**config.mk**
```make
export PLATFORM = sky130hd
export DESIGN_NAME = amp_readback_meter
export DESIGN_NICKNAME = d
export VERILOG_FILES = /design/src/rtl/amp_readback_meter.sv
export SDC_FILE = /design/constraint.sdc
export NUM_CORES = 1
export LEC_CHECK = 0
export BUFFER_PORTS_ARGS = -buffer_cell sky130_fd_sc_hd__buf_2
export CAP_MARGIN = 15
export CORE_MARGIN = 10
export CORE_UTILIZATION = 53
export DETAILED_ROUTE_END_ITERATION = 12
export PLACE_DENSITY = 0.84
export SLEW_MARGIN = 20
export SYNTH_ARGS = -nofsm -noshare
export SYNTH_HDL_FRONTEND = slang
export SYNTH_SLANG_ARGS = --single-unit
```
**constraint.sdc**
```tcl
create_clock -name clk -period 3.75 [get_ports clk]
set_input_delay 0.75 -clock clk [delete_from_list [all_inputs] [get_ports clk]]
set_output_delay 0.75 -clock clk [all_outputs]
set_load 0.005 [all_outputs]
```
**src/rtl/amp_readback_meter.sv**
```systemverilog
// Window peak-magnitude meter: scales the peak back to PS gain units (peak/DIV) and returns it over valid/ready.
// Optional build macro AMP_READBACK_CONTINUOUS_EN keeps accumulating during DIVIDE/HOLD and flags overwrites on overrun.
module amp_readback_meter #(
    parameter int SAMPLE_W = 12,
    parameter int GAIN_W   = 9,
    parameter int WIN_LEN  = 1024,
    parameter int DIV      = 5
) (
    input  logic                       clk,
    input  logic                       rst,
    input  logic signed [SAMPLE_W-1:0] sample_in,
    input  logic                       sample_valid,
    output logic [GAIN_W-1:0]          meas_gain,
    output logic [SAMPLE_W-1:0]        peak_raw,
    output logic                       meas_valid,
    input  logic                       meas_ready,
    output logic                       sat_flag,
    output logic                       overrun
);
    localparam int CW  = $clog2(WIN_LEN);
    localparam int RW  = $clog2(DIV + 1);
    localparam int TW  = RW + 1;
    localparam int DCW = $clog2(SAMPLE_W + 1);
    localparam int XW  = ((SAMPLE_W > GAIN_W) ? SAMPLE_W : GAIN_W) + 1;

    localparam logic [SAMPLE_W-1:0] MOST_NEG = {1'b1, {(SAMPLE_W-1){1'b0}}};
    localparam logic [SAMPLE_W-1:0] MAG_MAX  = {1'b0, {(SAMPLE_W-1){1'b1}}};
    localparam logic [XW-1:0]       GMAX     = XW'({GAIN_W{1'b1}});

    typedef enum logic [1:0] {ACCUM, DIVIDE, HOLD} state_t;
    state_t state, state_n;

    logic [CW-1:0]       cnt;
    logic [SAMPLE_W-1:0] peak_acc, mag, cur_max;
    logic [SAMPLE_W-1:0] dvd;
    logic [RW-1:0]       rem;
    logic [DCW-1:0]      dcnt;
    logic [TW-1:0]       trial, diff;
    logic                trial_ok;
    logic [XW-1:0]       quot_x;
    logic                sat;
    logic                accum_en, win_done, start_div, div_last;

    // Most-negative code has no positive twin; saturate instead of wrapping to itself.
    always_comb begin
        mag = sample_in;
        if (sample_in == MOST_NEG)
            mag = MAG_MAX;
        else if (sample_in[SAMPLE_W-1])
            mag = ~sample_in + SAMPLE_W'(1);
    end

    assign cur_max = (mag > peak_acc) ? mag : peak_acc;

`ifdef AMP_READBACK_CONTINUOUS_EN
    assign accum_en = sample_valid;
`else
    assign accum_en = sample_valid && (state == ACCUM);
`endif

    assign win_done   = accum_en && (cnt == CW'(WIN_LEN - 1));
    assign start_div  = win_done && (state != DIVIDE);
    assign div_last   = (state == DIVIDE) && (dcnt == DCW'(SAMPLE_W));
    assign meas_valid = (state == HOLD);

    // Restoring divider: dvd shifts the dividend out and the quotient in.
    assign trial    = {rem, dvd[SAMPLE_W-1]};
    assign trial_ok = (trial >= TW'(DIV));
    assign diff     = trial - TW'(DIV);
    assign quot_x   = XW'(dvd);
    assign sat      = (quot_x > GMAX);

    always_comb begin
        state_n = state;
        case (state)
            ACCUM:  if (start_div) state_n = DIVIDE;
            DIVIDE: if (div_last) state_n = HOLD;
            HOLD: begin
                if (start_div)
                    state_n = DIVIDE;
                else if (meas_ready)
                    state_n = ACCUM;
            end
            default: state_n = ACCUM;
        endcase
    end

    always_ff @(posedge clk) begin
        if (rst)
            state <= ACCUM;
        else
            state <= state_n;
    end

    always_ff @(posedge clk) begin
        if (rst) begin
            cnt       <= '0;
            peak_acc  <= '0;
            peak_raw  <= '0;
            meas_gain <= '0;
            sat_flag  <= 1'b0;
            dvd       <= '0;
            rem       <= '0;
            dcnt      <= '0;
        end else begin
            if (accum_en) begin
                if (win_done) begin
                    cnt      <= '0;
                    peak_acc <= '0;
                end else begin
                    cnt      <= cnt + CW'(1);
                    peak_acc <= cur_max;
                end
            end
            if (start_div) begin
                peak_raw <= cur_max;
                dvd      <= cur_max;
                rem      <= '0;
                dcnt     <= '0;
            end else if (state == DIVIDE && !div_last) begin
                rem  <= trial_ok ? diff[RW-1:0] : trial[RW-1:0];
                dvd  <= {dvd[SAMPLE_W-2:0], trial_ok};
                dcnt <= dcnt + DCW'(1);
            end
            if (div_last) begin
                meas_gain <= sat ? {GAIN_W{1'b1}} : quot_x[GAIN_W-1:0];
                sat_flag  <= sat;
            end
        end
    end

`ifdef AMP_READBACK_CONTINUOUS_EN
    // A result is lost if a window lands mid-divide, or on an unacknowledged HOLD.
    logic ovr;
    always_ff @(posedge clk) begin
        if (rst)
            ovr <= 1'b0;
        else if (win_done && (state == DIVIDE || (state == HOLD && !meas_ready)))
            ovr <= 1'b1;
    end
    assign overrun = ovr;
`else
    assign overrun = 1'b0;
`endif

endmodule

```
==> flow_metrics.env <==
export IMPL_critPathBufInv=5
export IMPL_dp_hpwl_um=6810
export IMPL_antenna_cells=0
export IMPL_hold_viol=0
export IMPL_fin_hold_ws_ps=475.9
export IMPL_cp_end_kind="flip-flop"
export IMPL_row_count=30
export IMPL_antenna_found_initial=0
export IMPL_grt_max_degree=41
export IMPL_ff2ff_path_depth=6
export IMPL_power_switching_uw=559.6
export IMPL_ant_nets=0
export IMPL_synth_area_sq_mm=0.003651
export IMPL_syn_instance_count=459
export IMPL_timing_final_ws_setup_ps=210.5
export IMPL_tritoncts="built"
export IMPL_cts_root_buf="clkbuf_8"
export IMPL_min_period_ps=3540
export IMPL_internal_power_mw=1.241
export IMPL_power_frac_clock_pct=29.1
export IMPL_synthArstFlopShare_pct=0
export IMPL_critical_path_reg2reg_startpoint="cnt[0]"
export IMPL_place_port_buffers=38
export IMPL_finalWirelength_um=9143
export IMPL_grt_pass1_wl_um=15340
export IMPL_cpMostUsedCell="buf_4"
export IMPL_required_ps=3980
export IMPL_crit_chain="buf_2 > or4_1 > or4b_1 > and3_1 > inv_1 > ha_1 > nand4_1 > nor3_1 > a21oi_1 > buf_4 > o21ai_1 > buf_4 > buf_4 > and3_1 > a211o_1"
export IMPL_slowest_stage="or4b_1"
export IMPL_final_nets=564
export IMPL_fin_util_pct=65.26
export IMPL_ys_ff_latch=65
export IMPL_criticalPathCategory="input port to flip-flop"
export IMPL_clk_pin_slew_worst_paths_ps=70
export IMPL_wire_per_inst_um=14.87
export IMPL_die_area_sq_mm=0.01061
export IMPL_seq_power_share_pct=40.9
export IMPL_core_sq_mm=0.006756
export IMPL_vias=3570
export IMPL_drt_pass1_iter_count=5
export IMPL_cts_made_buffers=9
export IMPL_initial_utilization_pct=54.04
export IMPL_timing_final_max_slew_violations=0
export IMPL_whs_path_depth=2
export IMPL_die_height_um=103
export IMPL_holdPathEnd="cnt[1]"
export IMPL_cts_sinks=65
export IMPL_first_iter_violations=299
export IMPL_grt_ovfl_total=0
export IMPL_finClkSkew_ps=11.69
export IMPL_synth_edf_count=0
export IMPL_final_common_cell="dfxtp_1"
export IMPL_routabilityCongestion=0.8572
export IMPL_worst_pin_slew_ps=698.3
export IMPL_setup_tns_final_ps=0
export IMPL_vias_per_cell=5.805
export IMPL_cellPowerDensity_mw_per_mm2=408.4
export IMPL_pre_cts_ws_ps=-302.4
export IMPL_slew_headroom_pct=53.45
export IMPL_h_tree_depth=3
export IMPL_leakagePower_nw=1.872
export IMPL_synth_avg_cell_area_sq_um=7.954
export IMPL_cp_arrival_ps=3770
export IMPL_hold_path_class="flip-flop to flip-flop"
export IMPL_finalSetupViolCount=0
export IMPL_status="finished clean"
export IMPL_crit_reg2reg_capture="dvd[7]"
export IMPL_p_sw_share_pct=31.08
export IMPL_syn_nets=493
export IMPL_synth_cell_types=53
export IMPL_critical_path_top_delay_family="simple AND/OR/NAND/NOR gates"
export IMPL_grt_util_all_layers_pct=17.60
export IMPL_clock_latency_ps=340
export IMPL_grt_pass1_vias=3545
export IMPL_drc=0
export IMPL_crit_fanout=8
export IMPL_maxClockFrequency_mhz=282.5
export IMPL_yosysSeqAreaShare_pct=35.64
export IMPL_combPwrFrac_pct=30.0
export IMPL_drive_gt1_share_pct=24.67
export IMPL_die_w_um=103
export IMPL_peakVddDrop_v=0.0001682
export IMPL_nFillCells=577
export IMPL_worstHoldStart="cnt[1]"
export IMPL_r2r_slack_ps=1220
export IMPL_fin_crit_sh_pct=94.39
export IMPL_synth_main_ff_cell="dfxtp_1"
export IMPL_ioPinCount=40
export IMPL_ys_warn_count=0
export IMPL_drv_cap=0
export IMPL_area_delta_synth_final_pct=20.77
export IMPL_mostFrequentLayoutCells="dfxtp_1 (65), nor2_1 (64), buf_4 (49), nand2_1 (44), buf_2 (38)"
export IMPL_clk_path_buf_depth=2
export IMPL_cpPeakStageDelay_ps=610
export IMPL_cts_hold_repair_buffers=0
export IMPL_critPathLaunchType="input port"
## what timing repair did
item / 4_1_cts / 5_1_grt
resized for setup: 0 / 5
setup endpoints to repair: 0 / 33
buffers inserted: 0 / 3
## cells in the mapped netlist (all sizes together) (2+ instances only)
cell / n / area, sq um
xnor2: 6 / 52.55
a21oi: 22 / 110.1
a31oi: 3 / 18.77
nor3: 25 / 125.1
o41ai: 4 / 50.05
mux2: 3 / 37.53
nor3b: 2 / 20.02
or3: 6 / 37.54
nor4: 4 / 25.02
and3: 10 / 62.56
nor2: 64 / 240.2
nor2b: 5 / 31.28
nand4b: 2 / 17.52
and2: 5 / 41.29
or4: 2 / 15.01
a211o: 5 / 43.79
o311ai: 7 / 61.31
dfxtp: 65 / 1301
clkbuf: 19 / 71.32
or2: 4 / 25.02
nand3b: 9 / 67.56
nand2: 44 / 165.2
a31o: 4 / 35.03
nand3: 13 / 65.06
inv: 23 / 86.33
buf: 9 / 46.29
o21a: 3 / 22.52
a2bb2oi: 2 / 17.52
xor2: 8 / 70.07
o21ai: 12 / 60.06
o31ai: 3 / 22.52
ha: 18 / 225.2
mux2i: 9 / 93.84
o211ai: 5 / 37.54
a311oi: 5 / 43.79
nand2b: 10 / 62.56
nand4: 8 / 50.05
a211oi: 7 / 62.56
## layout make-up
type	instances	area, sq um	area share, %
multi-input combinational	343	2180	49.43
tap	80	100.1	2.270
timing repair buffer	88	569.3	12.91
sequential	65	1301	29.51
inverter	23	86.33	1.958
clock buffer	11	141.4	3.207
clock inverter	5	31.28	0.7094
## stage by stage
step / instance area [sq um] / power (mW) / instances
floorplan: 3652 / 1.047 / 459
global placement: 4183 / 1.221 / 596
detailed placement: 4183 / 1.245 / 596
CTS: 4355 / 1.762 / 612
global route: 4409 / 1.891 / 615
finish: 4409 / 1.801 / 615
## cells by family (layout without fill, tap and decap cells)
group	count (synthesis)	after routing	synth area share, %
and+or+nand+nor	214	214	29.06
AOI/OAI and AO/OA	84	84	16.48
DFF	65	65	35.64
buffers and inverters	51	127	5.586
adders and majority gates	18	18	6.169
xor gates and xnor gates	14	14	3.359
muxes	12	12	3.598
other	1	1	0.1027
## sequential cells by signal (all words and copies together), names as in the netlist
register   cells
rem            3
dcnt           4
peak_acc      12
peak_raw      12
state          2
cnt           10
dvd           12
sat_flag       1
meas_gain      9
## power groups by stage
stage	Combinational [mW]	Clock, mW	Sequential [mW]
4_1_cts	0.498	0.529	0.735
5_1_grt	0.589	0.565	0.737
3_3_place_gp	0.472	0	0.749
3_5_place_dp	0.494	0	0.751
6_report	0.540	0.525	0.736
2_1_floorplan	0.301	0	0.746
## per-layer routing
layer / GRT usage (%) / routed length, um / vias to the layer above
li1: - / - / 1761
met1: 20.92 / 4097 / 1669
met2: 30.52 / 4420 / 129
met3: 3.820 / 525 / 11
met4: 5.989 / 100 / 0
met5: 0 / 0 / -
## how the worst max path moves through the flow
stage	from	to	cells after the start
2_1_floorplan	sample_in[2]	dvd[4]	13
3_3_place_gp	sample_in[6]	dvd[0]	13
3_5_place_dp	sample_in[2]	peak_acc[7]	13
4_1_cts	sample_in[2]	peak_acc[7]	13
5_1_grt	sample_in[6]	dvd[5]	13
6_report	sample_in[6]	peak_acc[2]	15
## worst min-delay path: stages, from the launching register on
cell	delay (ps)
dfxtp_1	320
nand2_1	60
a21oi_1	50
(Power assumes the default switching activity.)
